===== src/rtl/alu_div_ctrl_pkg.sv =====
// Shared constants for the restoring-division controller and its datapath.
package alu_div_ctrl_pkg;

  // Operand width; fixed at 4 because the shared alu is a 4-bit unit.
  localparam int W     = 4;
  // Iteration counter width, log2(W).
  localparam int CNT_W = 2;

  // FSM state encoding.
  localparam logic [1:0] ST_IDLE = 2'd0;
  localparam logic [1:0] ST_ITER = 2'd1;
  localparam logic [1:0] ST_DONE = 2'd2;

  // Quotient reported when the divisor is zero (all ones).
  localparam logic [W-1:0] DBZ_QUOTIENT = 4'hF;

  // Counter load value: W trial subtractions, counted down to zero.
  localparam logic [CNT_W-1:0] CNT_LOAD = CNT_W'(W - 1);

endpackage


===== src/rtl/alu_div_ctrl_alu.sv =====
// Shared 4-bit add/sub datapath. ci=1 selects subtract (a - b); co is then
// the inverted borrow, i.e. co=1 means a >= b.
module alu (
  input  logic [3:0] a,
  input  logic [3:0] b,
  input  logic       ci,
  output logic [3:0] s,
  output logic       co
);

  logic [4:0] w_sum;

  // Two's-complement subtract folds into the adder by inverting b and
  // feeding ci in as the +1.
  always_comb begin
    w_sum = {1'b0, a} + {1'b0, b ^ {4{ci}}} + {4'b0000, ci};
  end

  assign s  = w_sum[3:0];
  assign co = w_sum[4];

endmodule


===== src/rtl/alu_div_ctrl.sv =====
// Unsigned 4-bit divider controller. Sequences the shared alu through one
// non-performing restoring step per cycle and registers the results.
//
// state   | meaning
// --------+-----------------------------------------------------------
// IDLE    | waiting for start; operands captured on acceptance
// ITER    | one quotient bit per cycle, W cycles, counter runs 3..0
// DONE    | one-cycle done pulse; results already in output registers
module alu_div_ctrl
  import alu_div_ctrl_pkg::*;
(
  input  logic         clk,
  input  logic         rst_n,
  input  logic         start,
  input  logic [W-1:0] dividend,
  input  logic [W-1:0] divisor,
  output logic         busy,
  output logic         done,
  output logic [W-1:0] quotient,
  output logic [W-1:0] remainder,
  output logic         div_by_zero
);

  logic [1:0]       r_state;
  logic [CNT_W-1:0] r_cnt;
  logic [W-1:0]     r_rem;
  logic [W-1:0]     r_quo;
  logic [W-1:0]     r_dvs;
  logic [W-1:0]     r_quotient;
  logic [W-1:0]     r_remainder;
  logic             r_div_by_zero;

  logic [W-1:0]     w_low;
  logic [W-1:0]     w_alu_a;
  logic [W-1:0]     w_alu_b;
  logic             w_alu_ci;
  logic [W-1:0]     w_alu_s;
  logic             w_alu_co;
  logic             w_qbit;
  logic [W-1:0]     w_rem_next;
  logic [W-1:0]     w_quo_next;

  // Low W bits of the shifted partial remainder; its 5th bit is r_rem[W-1].
  assign w_low = {r_rem[W-2:0], r_quo[W-1]};

  // Drive the alu only while iterating; park it at zero otherwise.
  always_comb begin
    w_alu_a  = '0;
    w_alu_b  = '0;
    w_alu_ci = 1'b0;
    if (r_state == ST_ITER) begin
      w_alu_a  = w_low;
      w_alu_b  = r_dvs;
      w_alu_ci = 1'b1;
    end
  end

  alu u_alu (
    .a  (w_alu_a),
    .b  (w_alu_b),
    .ci (w_alu_ci),
    .s  (w_alu_s),
    .co (w_alu_co)
  );

  // The 5-bit partial remainder is >= divisor iff its MSB is set or the
  // 4-bit subtraction did not borrow; in that case keep the difference.
  always_comb begin
    w_qbit     = r_rem[W-1] | w_alu_co;
    w_rem_next = w_qbit ? w_alu_s : w_low;
    w_quo_next = {r_quo[W-2:0], w_qbit};
  end

  // FSM, iteration counter and working registers.
  always_ff @(posedge clk or negedge rst_n) begin
    if (!rst_n) begin
      r_state <= ST_IDLE;
      r_cnt   <= '0;
      r_rem   <= '0;
      r_quo   <= '0;
      r_dvs   <= '0;
    end else begin
      case (r_state)
        ST_IDLE: begin
          if (start) begin
            r_rem <= '0;
            r_quo <= dividend;
            r_dvs <= divisor;
            r_cnt <= CNT_LOAD;
            r_state <= (divisor == '0) ? ST_DONE : ST_ITER;
          end
        end
        ST_ITER: begin
          r_rem <= w_rem_next;
          r_quo <= w_quo_next;
          r_cnt <= r_cnt - CNT_W'(1);
          if (r_cnt == '0) begin
            r_state <= ST_DONE;
          end
        end
        ST_DONE: begin
          r_state <= ST_IDLE;
        end
        default: begin
          r_state <= ST_IDLE;
        end
      endcase
    end
  end

  // Result registers load on the edge that enters DONE, so they are valid
  // together with done and hold until the next division completes.
  always_ff @(posedge clk or negedge rst_n) begin
    if (!rst_n) begin
      r_quotient    <= '0;
      r_remainder   <= '0;
      r_div_by_zero <= 1'b0;
    end else if (r_state == ST_IDLE && start && divisor == '0) begin
      r_quotient    <= DBZ_QUOTIENT;
      r_remainder   <= dividend;
      r_div_by_zero <= 1'b1;
    end else if (r_state == ST_ITER && r_cnt == '0) begin
      r_quotient    <= w_quo_next;
      r_remainder   <= w_rem_next;
      r_div_by_zero <= 1'b0;
    end
  end

  assign busy        = (r_state == ST_ITER) || (r_state == ST_DONE);
  assign done        = (r_state == ST_DONE);
  assign quotient    = r_quotient;
  assign remainder   = r_remainder;
  assign div_by_zero = r_div_by_zero;

endmodule


===== config.mk =====
export PLATFORM = sky130hd
export DESIGN_NAME = alu_div_ctrl
export DESIGN_NICKNAME = d
export VERILOG_FILES = /design/src/rtl/alu_div_ctrl_pkg.sv /design/src/rtl/alu_div_ctrl_alu.sv /design/src/rtl/alu_div_ctrl.sv
export SDC_FILE = /design/constraint.sdc
export NUM_CORES = 1
export LEC_CHECK = 0
export BUFFER_PORTS_ARGS = -buffer_cell sky130_fd_sc_hd__buf_2
export CORE_MARGIN = 2
export CORE_UTILIZATION = 35
export DETAILED_ROUTE_END_ITERATION = 8
export SLEW_MARGIN = 10
export SYNTH_ARGS = -nofsm -noshare
export SYNTH_HDL_FRONTEND = slang
export SYNTH_HIERARCHICAL = 1
export SYNTH_SLANG_ARGS = --single-unit

===== constraint.sdc =====
create_clock -name clk -period 3.52 [get_ports clk]
set_input_delay 0.176 -clock clk [delete_from_list [all_inputs] [get_ports clk]]
set_output_delay 0.176 -clock clk [all_outputs]
set_load 0.05 [all_outputs]

==> impl_metrics.prom, run 1 <==
# TYPE chip_impl_metric gauge
chip_impl_info{name="status",value="complete, no violations"} 1
chip_impl_metric{name="row_count",unit=""} 23
chip_impl_metric{name="synth-async-reset-ratio",unit="%"} 100
chip_impl_metric{name="synth_mux_area_share",unit="%"} 3.68
chip_impl_metric{name="power.density",unit="mW/mm^2"} 866
chip_impl_metric{name="core_area",unit="sq mm"} 0.00406
chip_impl_metric{name="vias_per_cell",unit=""} 5.25
chip_impl_info{name="top_usage_layer",value="met2"} 1
chip_impl_metric{name="routed_wire_length_per_instance",unit="microns"} 13.5
chip_impl_metric{name="comb_power_share",unit="%"} 54.8
chip_impl_metric{name="maxSlewViolCount",unit=""} 0
chip_impl_metric{name="drive_gt1_share",unit="%"} 20.1
chip_impl_metric{name="path_max_fanout",unit=""} 14
chip_impl_info{name="most_used_cells_in_the_layout_excluding_fill_and_tap_cells",value="sky130_fd_sc_hd__nand2_1 (33), sky130_fd_sc_hd__dfrtp_1 (25), sky130_fd_sc_hd__buf_2 (21)"} 1
chip_impl_metric{name="whs",unit="ns"} 0.172
chip_impl_info{name="tritoncts_clock_tree",value="yes"} 1
chip_impl_metric{name="grt_max_degree",unit=""} 26
chip_impl_metric{name="finClkSkew",unit="ns"} 0.00982
chip_impl_metric{name="dieHeight",unit="microns"} 69.4
chip_impl_metric{name="max_cap_violations",unit=""} 0
chip_impl_metric{name="register_area",unit="sq um"} 626
chip_impl_metric{name="number_of_enable_flip_flop_cells_after_synthesis",unit=""} 0
chip_impl_metric{name="die_area",unit="sq mm"} 0.00481
chip_impl_metric{name="hpwl",unit="mm"} 2.43
chip_impl_info{name="grt_setup_unrepaired",value="false"} 1
chip_impl_metric{name="insertion_delay",unit="ns"} 0.27
chip_impl_info{name="cts_root_buf",value="sky130_fd_sc_hd__clkbuf_8"} 1
chip_impl_metric{name="drtIter0Drc",unit=""} 72
chip_impl_metric{name="totalWireLength",unit="mm"} 3.09
chip_impl_metric{name="final.setup.tns",unit="ns"} 0
chip_impl_metric{name="timing.final.crit_share",unit="%"} 84.3
chip_impl_metric{name="power_report.internal_total",unit="mW"} 0.754
chip_impl_info{name="setup.worst_path.class",value="flip-flop to flip-flop"} 1
chip_impl_info{name="yosysTopAreaCell",value="sky130_fd_sc_hd__dfrtp_1"} 1
chip_impl_metric{name="total_clock_sinks",unit=""} 25
chip_impl_metric{name="vias_in_the_first_global_route",unit=""} 1183
chip_impl_metric{name="grtUsageMet1",unit="%"} 17.4
chip_impl_metric{name="power_frac_seq",unit="%"} 33.7
chip_impl_metric{name="stdcell_count",unit=""} 229
chip_impl_info{name="synth.top_cells.by_area",value="sky130_fd_sc_hd__dfrtp_1 (42%), sky130_fd_sc_hd__nand2_1 (8.3%), sky130_fd_sc_hd__ha_1 (5.9%), sky130_fd_sc_hd__and2_1 (3.8%), sky130_fd_sc_hd__o31ai_2 (3.3%)"} 1
chip_impl_metric{name="dr.pass1.iters",unit=""} 4
chip_impl_metric{name="met2_usage",unit="%"} 23.9
chip_impl_metric{name="max_freq",unit="MHz"} 337
chip_impl_metric{name="fill_cells",unit=""} 399
chip_impl_metric{name="critical_path_required",unit="ns"} 3.70
chip_impl_metric{name="grt_first_pass_wirelength",unit="mm"} 5.42
chip_impl_metric{name="synth_area_in_simple_gates",unit="%"} 23.1
chip_impl_metric{name="number_of_buffers_added_on_ports",unit=""} 21
chip_impl_metric{name="final-hold-violation-count",unit=""} 0
chip_impl_metric{name="synthXorXnorAreaFrac",unit="%"} 2.93
chip_impl_metric{name="ys_seq_area_share",unit="%"} 41.8
chip_impl_metric{name="grt_antenna_before_repair",unit=""} 0
chip_impl_metric{name="synthesized_area",unit="sq mm"} 0.00150
chip_impl_metric{name="clk_pin_slew_worst_paths",unit="ns"} 0.09
chip_impl_metric{name="area_delta_synth_final",unit="%"} 12.7
chip_impl_metric{name="gp_congestion",unit=""} 0.803
chip_impl_info{name="synth_top_family_by_area",value="simple AND/OR/NAND/NOR gates"} 1
chip_impl_metric{name="grt_remaining_overflow",unit=""} 0
chip_impl_metric{name="layout.cell_area.non_filler",unit="sq mm"} 0.00169
chip_impl_metric{name="ys_seq_elements",unit=""} 25
chip_impl_metric{name="floorplan.io_pins",unit=""} 22
chip_impl_info{name="min_path_type",value="input pin to flip-flop"} 1
chip_impl_metric{name="worst_pin_slew",unit="ns"} 0.982
chip_impl_metric{name="synth_instances",unit=""} 157
chip_impl_metric{name="static-leakage-power",unit="nW"} 0.822
chip_impl_info{name="final_common_cell",value="sky130_fd_sc_hd__nand2_1"} 1
chip_impl_metric{name="post-place-cells",unit=""} 224
chip_impl_metric{name="postSynthAreaPerCell",unit="sq um"} 9.52
chip_impl_metric{name="drt.antenna.violating_nets",unit=""} 0
chip_impl_metric{name="worst-endpoint-arrival",unit="ns"} 3.15
chip_impl_metric{name="slew_headroom",unit="%"} 32.7
chip_impl_metric{name="synth.lib_cells_used.distinct",unit=""} 35
chip_impl_metric{name="vdd_ir_drop_max",unit="mV"} 0.496
chip_impl_metric{name="synth_warnings",unit=""} 6
chip_impl_metric{name="initial_utilization",unit="%"} 36.8
chip_impl_metric{name="grt_use_met3",unit="%"} 3.63
chip_impl_metric{name="grt_use_total",unit="%"} 13.8
chip_impl_metric{name="synth_compound_gate_area_share",unit="%"} 17.2
chip_impl_metric{name="rrSetupSlack",unit="ns"} 0.55
chip_impl_metric{name="cts_max_level",unit=""} 1
chip_impl_metric{name="clockPowerShare",unit="%"} 11.5
chip_impl_metric{name="net-switching-power",unit="mW"} 0.706
chip_impl_metric{name="insertedDiodeCount",unit=""} 0
chip_impl_metric{name="post-layout-total-power",unit="mW"} 1.46
chip_impl_info{name="ys.flop_type",value="sky130_fd_sc_hd__dfrtp_1"} 1
chip_impl_metric{name="cts-buffers-inserted",unit=""} 3
chip_impl_metric{name="routed-via-count",unit=""} 1203
chip_impl_info{name="timing.critical_path.from_type",value="flip-flop"} 1
chip_impl_metric{name="setup_violations",unit=""} 0
chip_impl_metric{name="multi_input_combinational_cell_area",unit="sq um"} 810
chip_impl_metric{name="post-route-drc-count",unit=""} 0
chip_impl_metric{name="power.share.switching",unit="%"} 48.4
chip_impl_metric{name="finalWorstPathRequiredPeriod",unit="ns"} 2.97
chip_impl_metric{name="dieWidth",unit="microns"} 69.4
chip_impl_info{name="critical_path.endpoint_type",value="flip-flop"} 1
chip_impl_metric{name="post_synth_fa_ha_maj_area_fraction",unit="%"} 7.20
chip_impl_metric{name="synth_top_area_share",unit="%"} 41.8
chip_impl_metric{name="post_dp_cell_area",unit="sq mm"} 0.00163
chip_impl_metric{name="synth_fp_nets",unit=""} 176
chip_impl_metric{name="finish.net_count",unit=""} 199
chip_impl_metric{name="max-clock-path-buffers",unit=""} 2
-- final timing paths --
kind / from / to / cells past startpoint
max: r_state[1] / remainder[2] / 10
max in group asynchronous: rst_n / r_cnt[1] / 2
min reg2reg: r_dvs[1] / r_dvs[1] / 2
min: divisor[3] / r_dvs[3] / 3
max reg2reg: r_state[1] / remainder[2] / 10
min in group asynchronous: rst_n / remainder[1] / 2
-- cell families after synthesis --
group                      count (synthesis)
adders and majority gates                  8
muxes                                      5
AOI/OAI and AO/OA                         36
xor gates and xnor gates                   5
buffers and inverters                     10
DFF                                       25
and+or+nand+nor                           68
-- cell type report --
cell class | instances | area share, %
clock inverter | 1 | 0.297
inverter | 5 | 1.11
sequential | 25 | 37.1
tap | 50 | 3.71
multi-input combinational | 122 | 48.0
timing repair buffer | 23 | 7.28
clock buffer | 3 | 2.45
-- per-stage QoR --
step,worst slack [ns],util (%)
after CTS,0.527,41.5
after global placement,0.665,40.1
final,0.552,41.5
after detailed placement,0.536,40.1
after global routing,0.324,41.5
after floorplan,0.544,-
-- repair_timing --
| action | in CTS | in global routing |
|---|---|---|
| buffers inserted | 0 | 0 |
| hold buffers | 1 | 0 |
| endpoints found under the hold margin | 25 | 0 |
| gates resized for setup | 0 | 0 |
-- flip-flops by register name (all words and copies together), names as in the netlist --
name and cells:
r_quo 4, r_dvs 4, quotient 4, remainder 4, r_state 2, r_cnt 2
r_rem 4, div_by_zero 1
-- synth_stat cells, types with 4 or more instances --
| library cell | instances |
|---|---|
| sky130_fd_sc_hd__o21a_1 | 4 |
| sky130_fd_sc_hd__o31ai_2 | 4 |
| sky130_fd_sc_hd__a21oi_1 | 9 |
| sky130_fd_sc_hd__and2_1 | 9 |
| sky130_fd_sc_hd__dfrtp_1 | 25 |
| sky130_fd_sc_hd__mux2i_1 | 4 |
| sky130_fd_sc_hd__nand3_1 | 8 |
| sky130_fd_sc_hd__xor2_1 | 5 |
| sky130_fd_sc_hd__nand2_1 | 33 |
| sky130_fd_sc_hd__inv_1 | 5 |
| sky130_fd_sc_hd__o21ai_0 | 6 |
| sky130_fd_sc_hd__ha_1 | 7 |
| sky130_fd_sc_hd__nor2_1 | 6 |
| sky130_fd_sc_hd__a211oi_1 | 5 |
-- critical path, stage by stage, from the launching register on --
cell	delay (ns)
sky130_fd_sc_hd__dfrtp_1	0.40
sky130_fd_sc_hd__inv_1	0.09
sky130_fd_sc_hd__ha_1	0.41
sky130_fd_sc_hd__and2_1	0.26
sky130_fd_sc_hd__mux2_4	0.33
sky130_fd_sc_hd__fa_1	0.40
sky130_fd_sc_hd__a21oi_1	0.14
sky130_fd_sc_hd__o21bai_1	0.14
sky130_fd_sc_hd__nor2_2	0.33
sky130_fd_sc_hd__a211oi_1	0.15
sky130_fd_sc_hd__o31ai_2	0.23
-- power groups by stage --
stage               logic [mW]  clock network [mW]  registers (mW)
floorplan                0.527                   0           0.617
global placement         0.780                   0           0.491
detailed placement       0.802                   0           0.498
CTS                      0.807               0.176           0.492
global route             0.890               0.184           0.509
finish                   0.799               0.168           0.492
-- routing by layer --
metal / vias to the layer above / part of all wire [%]
met2: 34 / 47
met5: - / 0
met1: 575 / 46
met3: 5 / 6.3
li1: 589 / -
met4: 0 / 0.87
Note: power is estimated with default switching activity, not from simulation.
==> run 2: changes to the inputs <==
clock period = 2.5 ns   (was 3.52 ns; I/O delays follow)
==> impl_metrics.prom, run 2 (synthesis results as in run 1) <==
# TYPE chip_impl_metric gauge
chip_impl_info{name="status",value="finished, violations left"} 1
chip_impl_info{name="violations_in_the_final_reports",value="setup timing"} 1
chip_impl_info{name="timing.critical_path.from_type",value="flip-flop"} 1
chip_impl_metric{name="initial_utilization",unit="%"} 36.8
chip_impl_metric{name="max_freq",unit="MHz"} 398
chip_impl_metric{name="timing.final.crit_share",unit="%"} 101
chip_impl_info{name="tritoncts_clock_tree",value="yes"} 1
chip_impl_metric{name="multi_input_combinational_cell_area",unit="sq um"} 912
chip_impl_metric{name="routed_wire_length_per_instance",unit="microns"} 14.9
chip_impl_metric{name="total_clock_sinks",unit=""} 25
chip_impl_metric{name="insertion_delay",unit="ns"} 0.28
chip_impl_metric{name="final-hold-violation-count",unit=""} 0
chip_impl_info{name="critical_path.endpoint_type",value="flip-flop"} 1
chip_impl_metric{name="number_of_buffers_added_on_ports",unit=""} 21
chip_impl_metric{name="insertedDiodeCount",unit=""} 0
chip_impl_metric{name="hpwl",unit="mm"} 2.55
chip_impl_metric{name="finalWorstPathRequiredPeriod",unit="ns"} 2.51
chip_impl_metric{name="stdcell_count",unit=""} 240
chip_impl_metric{name="path_max_fanout",unit=""} 8
chip_impl_metric{name="totalWireLength",unit="mm"} 3.58
chip_impl_metric{name="fin_util",unit="%"} 46.3
chip_impl_metric{name="static-leakage-power",unit="nW"} 0.883
chip_impl_metric{name="finClkSkew",unit="ns"} 0.00418
chip_impl_metric{name="grt_first_pass_wirelength",unit="mm"} 5.97
chip_impl_metric{name="vdd_ir_drop_max",unit="mV"} 0.724
chip_impl_metric{name="floorplan.io_pins",unit=""} 22
chip_impl_metric{name="drtIter0Drc",unit=""} 34
chip_impl_metric{name="drive_gt1_share",unit="%"} 34.2
chip_impl_metric{name="core_area",unit="sq mm"} 0.00406
chip_impl_info{name="setup.worst_path.class",value="flip-flop to flip-flop"} 1
chip_impl_metric{name="setup_violations",unit=""} 1
chip_impl_metric{name="grt_max_degree",unit=""} 26
chip_impl_metric{name="cts-buffers-inserted",unit=""} 3
chip_impl_metric{name="grt_antenna_before_repair",unit=""} 0
chip_impl_metric{name="fill_cells",unit=""} 390
chip_impl_metric{name="maxSlewViolCount",unit=""} 0
chip_impl_metric{name="worst_pin_slew",unit="ns"} 0.586
chip_impl_metric{name="dr.pass1.iters",unit=""} 4
chip_impl_metric{name="layout.cell_area.non_filler",unit="sq mm"} 0.00188
chip_impl_metric{name="register_area",unit="sq um"} 626
chip_impl_metric{name="routed-via-count",unit=""} 1226
chip_impl_metric{name="die_area",unit="sq mm"} 0.00481
chip_impl_metric{name="finish.net_count",unit=""} 210
chip_impl_metric{name="max-clock-path-buffers",unit=""} 2
chip_impl_metric{name="drt.antenna.violating_nets",unit=""} 0
chip_impl_metric{name="clk_pin_slew_worst_paths",unit="ns"} 0.10
chip_impl_metric{name="area_delta_synth_final",unit="%"} 25.5
chip_impl_metric{name="dieWidth",unit="microns"} 69.4
chip_impl_metric{name="post_dp_cell_area",unit="sq mm"} 0.00170
chip_impl_metric{name="row_count",unit=""} 23
chip_impl_metric{name="cts_max_level",unit=""} 1
chip_impl_metric{name="post-place-cells",unit=""} 226
chip_impl_info{name="final_common_cell",value="sky130_fd_sc_hd__nand2_1"} 1
chip_impl_metric{name="vias_in_the_first_global_route",unit=""} 1308
chip_impl_metric{name="grt_remaining_overflow",unit=""} 0
chip_impl_metric{name="post-route-drc-count",unit=""} 0
chip_impl_metric{name="worst-endpoint-arrival",unit="ns"} 2.69
chip_impl_metric{name="critical_path_required",unit="ns"} 2.68
chip_impl_info{name="min_path_type",value="input pin to flip-flop"} 1
chip_impl_metric{name="max_cap_violations",unit=""} 0
chip_impl_metric{name="vias_per_cell",unit=""} 5.11
chip_impl_metric{name="dieHeight",unit="microns"} 69.4
chip_impl_metric{name="gp_congestion",unit=""} 0.841
chip_impl_info{name="cts_root_buf",value="sky130_fd_sc_hd__clkbuf_8"} 1
chip_impl_info{name="grt_setup_unrepaired",value="true"} 1
chip_impl_info{name="most_used_cells_in_the_layout_excluding_fill_and_tap_cells",value="sky130_fd_sc_hd__nand2_1 (33), sky130_fd_sc_hd__dfrtp_1 (25), sky130_fd_sc_hd__buf_2 (21)"} 1
chip_impl_metric{name="power.density",unit="mW/mm^2"} 1250
chip_impl_metric{name="final.setup.worst_slack",unit="ns"} -0.0127
chip_impl_metric{name="slew_headroom",unit="%"} 60.9
chip_impl_metric{name="grt_use_total",unit="%"} 15.4
run 2: changes by cell type in the layout (fill, tap and decap cells not counted), moves of 2 or more:
cell and change:
sky130_fd_sc_hd__xor2_1 -2, sky130_fd_sc_hd__inv_2 +2, sky130_fd_sc_hd__o21ai_1 +2, sky130_fd_sc_hd__and2_4 +3
sky130_fd_sc_hd__o21ai_0 -2, sky130_fd_sc_hd__ha_1 -2, sky130_fd_sc_hd__a211oi_2 +4, sky130_fd_sc_hd__ha_4 +2
sky130_fd_sc_hd__buf_4 +10, sky130_fd_sc_hd__and2_1 -3, sky130_fd_sc_hd__inv_1 -2, sky130_fd_sc_hd__xor2_2 +2
sky130_fd_sc_hd__a211oi_1 -4
run 2: worst max-delay path: stages, from the launching register on:
cell,delay (ns)
sky130_fd_sc_hd__dfrtp_1,0.41
sky130_fd_sc_hd__inv_2,0.09
sky130_fd_sc_hd__ha_4,0.17
sky130_fd_sc_hd__and2_4,0.16
sky130_fd_sc_hd__mux2_4,0.32
sky130_fd_sc_hd__fa_2,0.41
sky130_fd_sc_hd__a21oi_2,0.20
sky130_fd_sc_hd__o21bai_4,0.11
sky130_fd_sc_hd__o21a_1,0.22
sky130_fd_sc_hd__a211oi_2,0.22
sky130_fd_sc_hd__o31ai_2,0.09
run 2: repair_timing:
| action | CTS | global route |
|---|---|---|
| pin swaps | 1 | 14 |
| gates resized for setup | 1 | 10 |
| setup buffers | 5 | 4 |
| hold buffers | 1 | 0 |
| endpoints found under the setup margin | 5 | 10 |
| endpoints found under the hold margin | 25 | 0 |
run 2: stage by stage:
stage | power, mW | worst slack (ns) | setup TNS (ns) | hold WS [ns]
after floorplan | 1.70 | -0.0578 | -0.281 | -0.171
final | 2.35 | -0.0127 | -0.0127 | 0.0995
after global routing | 2.52 | -0.114 | -0.640 | 0.112
after global placement | 1.89 | 0.0155 | 0 | 0.149
after CTS | 2.24 | 0.0274 | 0 | 0.0970
after detailed placement | 1.95 | -0.0270 | -0.0551 | 0.162
run 2: layout make-up:
| cell class | instances | area share (%) |
|---|---|---|
| clock buffers | 3 | 2.20 |
| clock inverters | 1 | 0.400 |
| inverters | 5 | 1.00 |
| multi-input cells | 122 | 48.6 |
| flip-flops and latches | 25 | 33.3 |
| well taps | 50 | 3.33 |
| repair buffers | 34 | 11.1 |
run 2: worst paths after layout:
| kind | start | cells after the start | to | slack, ns |
|---|---|---|---|---|
| worst max-delay path | r_state[1] | 10 | remainder[2] | -0.01 |
| worst min-delay path | divisor[3] | 3 | r_dvs[3] | 0.1 |
| worst max register to register | r_state[1] | 10 | remainder[2] | -0.01 |
| worst min register to register | quotient[3] | 2 | quotient[3] | 0.50 |
| max in group asynchronous | rst_n | 2 | r_dvs[1] | 1.74 |
| min in group asynchronous | rst_n | 2 | remainder[0] | 0.37 |
run 2: power by group:
group	switching, mW	internal, mW	total [mW]	leakage, nW
registers	0.129	0.575	0.703	0.300
clock network	0.146	0.114	0.259	0.0217
logic	0.850	0.539	1.39	0.561
total	1.12	1.23	2.35	0.883
run 2: layer usage:
layer	vias to the layer above	routed length, microns	share of wire (%)	GRT usage [%]
met1	594	1580	44	18.4
met3	7	54	1.5	1.74
li1	612	-	-	-
met5	-	0	0	0
met2	13	1860	52	27.1
met4	0	89	2.5	8.06
==> run 3: changes to the inputs <==
REMOVE_ABC_BUFFERS = 1   (was not set)
==> impl_metrics.prom, run 3 (synthesis results as in run 1) <==
# TYPE chip_impl_metric gauge
chip_impl_metric{name="power.density",unit="mW/mm^2"} 1250
chip_impl_metric{name="path_max_fanout",unit=""} 7
chip_impl_info{name="cts_root_buf",value="sky130_fd_sc_hd__clkbuf_8"} 1
chip_impl_metric{name="core_area",unit="sq mm"} 0.00406
chip_impl_metric{name="stdcell_count",unit=""} 247
chip_impl_metric{name="die_area",unit="sq mm"} 0.00481
chip_impl_metric{name="vias_per_cell",unit=""} 5.11
chip_impl_metric{name="drtIter0Drc",unit=""} 78
chip_impl_metric{name="clk_pin_slew_worst_paths",unit="ns"} 0.08
chip_impl_metric{name="initial_utilization",unit="%"} 36.8
chip_impl_metric{name="drive_gt1_share",unit="%"} 36.0
chip_impl_metric{name="finish.net_count",unit=""} 217
chip_impl_metric{name="worst-endpoint-arrival",unit="ns"} 2.64
chip_impl_metric{name="grt_remaining_overflow",unit=""} 0
chip_impl_info{name="tritoncts_clock_tree",value="yes"} 1
chip_impl_metric{name="final.setup.worst_slack",unit="ns"} 0.00913
chip_impl_metric{name="cts_max_level",unit=""} 1
chip_impl_metric{name="critPathMaxStageDelay",unit="ns"} 0.42
chip_impl_metric{name="vias_in_the_first_global_route",unit=""} 1277
chip_impl_metric{name="grt_max_degree",unit=""} 26
chip_impl_metric{name="pre_cts_slack",unit="ns"} -0.244
chip_impl_metric{name="grt_use_total",unit="%"} 14.9
chip_impl_metric{name="dieWidth",unit="microns"} 69.4
chip_impl_metric{name="routed_wire_length_per_instance",unit="microns"} 13.9
chip_impl_info{name="status",value="complete, no violations"} 1
chip_impl_metric{name="post-route-drc-count",unit=""} 0
chip_impl_metric{name="whs",unit="ns"} 0.111
chip_impl_metric{name="finClkSkew",unit="ns"} 0.00223
chip_impl_info{name="final_common_cell",value="sky130_fd_sc_hd__nand2_1"} 1
chip_impl_metric{name="dieHeight",unit="microns"} 69.4
chip_impl_metric{name="routed-via-count",unit=""} 1263
chip_impl_metric{name="vdd_ir_drop_max",unit="mV"} 1.11
chip_impl_info{name="most_used_cells_in_the_layout_excluding_fill_and_tap_cells",value="sky130_fd_sc_hd__nand2_1 (33), sky130_fd_sc_hd__dfrtp_1 (25), sky130_fd_sc_hd__buf_2 (21)"} 1
chip_impl_metric{name="area_delta_synth_final",unit="%"} 29.2
chip_impl_metric{name="floorplan.io_pins",unit=""} 22
chip_impl_metric{name="timing.final.crit_share",unit="%"} 99.6
chip_impl_info{name="setup.worst_path.class",value="flip-flop to flip-flop"} 1
chip_impl_metric{name="critical_path_required",unit="ns"} 2.65
chip_impl_info{name="slowest_cell_on_the_critical_path",value="sky130_fd_sc_hd__dfrtp_1"} 1
chip_impl_metric{name="r2r.worst_path.cells",unit=""} 10
chip_impl_metric{name="drt.antenna.violating_nets",unit=""} 0
chip_impl_metric{name="max_freq",unit="MHz"} 401
chip_impl_metric{name="grt_first_pass_wirelength",unit="mm"} 5.93
chip_impl_metric{name="row_count",unit=""} 23
chip_impl_metric{name="insertedDiodeCount",unit=""} 0
chip_impl_metric{name="number_of_buffers_added_on_ports",unit=""} 21
chip_impl_info{name="timing.critical_path.from_type",value="flip-flop"} 1
chip_impl_metric{name="slew_headroom",unit="%"} 63.1
chip_impl_info{name="critical_path.endpoint_type",value="flip-flop"} 1
chip_impl_metric{name="maxSlewViolCount",unit=""} 0
chip_impl_metric{name="fin_util",unit="%"} 47.6
chip_impl_metric{name="hold_depth",unit=""} 3
chip_impl_metric{name="static-leakage-power",unit="nW"} 0.929
chip_impl_metric{name="cts-buffers-inserted",unit=""} 3
chip_impl_metric{name="setup_violations",unit=""} 0
chip_impl_metric{name="totalWireLength",unit="mm"} 3.43
chip_impl_metric{name="worst_pin_slew",unit="ns"} 0.553
chip_impl_metric{name="insertion_delay",unit="ns"} 0.26
chip_impl_metric{name="total_clock_sinks",unit=""} 25
chip_impl_metric{name="final-hold-violation-count",unit=""} 0
chip_impl_info{name="min_path_type",value="input pin to flip-flop"} 1
chip_impl_metric{name="gp_congestion",unit=""} 0.805
chip_impl_metric{name="max-clock-path-buffers",unit=""} 2
chip_impl_metric{name="hpwl",unit="mm"} 2.57
chip_impl_info{name="crit_chain",value="ha_4 > buf_6 > and2_4 > mux2_4 > fa_2 > a21oi_2 > o21bai_4 > o21a_1 > a211oi_2 > o31ai_2"} 1
chip_impl_metric{name="grt_antenna_before_repair",unit=""} 0
chip_impl_metric{name="post-place-cells",unit=""} 237
chip_impl_info{name="grt_setup_unrepaired",value="true"} 1
chip_impl_metric{name="max_cap_violations",unit=""} 0
chip_impl_metric{name="dr.pass1.iters",unit=""} 4
chip_impl_metric{name="finalWorstPathRequiredPeriod",unit="ns"} 2.49
run 3: final cells by class:
cell class	count	area [sq um]
fillers	395	2130
multi-input cells	122	915
flip-flops and latches	25	626
repair buffers	41	265
well taps	50	62.6
clock buffers	4	45.0
inverters	5	18.8
run 3: final timing paths:
check | from | end | slack, ns
setup / recovery | r_state[0] | remainder[2] | 0.009
hold / removal | divisor[2] | r_dvs[2] | 0.11
setup reg to reg | r_state[0] | remainder[2] | 0.009
hold reg to reg | div_by_zero | div_by_zero | 0.48
max in group asynchronous | rst_n | r_dvs[2] | 1.75
min in group asynchronous | rst_n | quotient[3] | 0.38
run 3: per-stage QoR:
step | power [mW] | setup TNS (ns) | instance area (sq um)
2_1_floorplan | 1.56 | -3.70 | 1450
3_3_place_gp | 1.91 | -0.505 | 1730
3_5_place_dp | 1.96 | -1.17 | 1730
4_1_cts | 2.28 | 0 | 1840
5_1_grt | 2.61 | -0.533 | 1930
6_report | 2.41 | 0 | 1930
run 3: repair_timing:
action / CTS / global route
endpoints found under the hold margin: 25 / 0
endpoints found under the setup margin: 10 / 10
hold buffers: 1 / 0
setup buffers: 2 / 3
pin swaps: 6 / 11
resized for setup: 11 / 15
run 3: critical path, delay by kind of cell, from the launching register on:
family                   cells  cell delay, ns
AND/OR/NAND/NOR              1            0.13
multiplexers                 1            0.27
AO/OA/AOI/OAI                5            0.85
buffers and inverters        1            0.12
adder cells (fa/ha/maj)      2            0.60
flip-flops                   1            0.42
run 3: routing by layer:
metal	track usage (%)	up-vias	routed length (microns)
met2	25.0	26	1660
met1	20.2	609	1610
met5	0	-	0
li1	-	626	-
met3	3.63	2	153
met4	1.53	0	11
run 3: power breakdown:
group          leakage (nW)  internal [mW]  total (mW)  switching (mW)
clock network        0.0228          0.114       0.235           0.121
logic                 0.606          0.610        1.48           0.867
registers             0.300          0.575       0.701           0.127
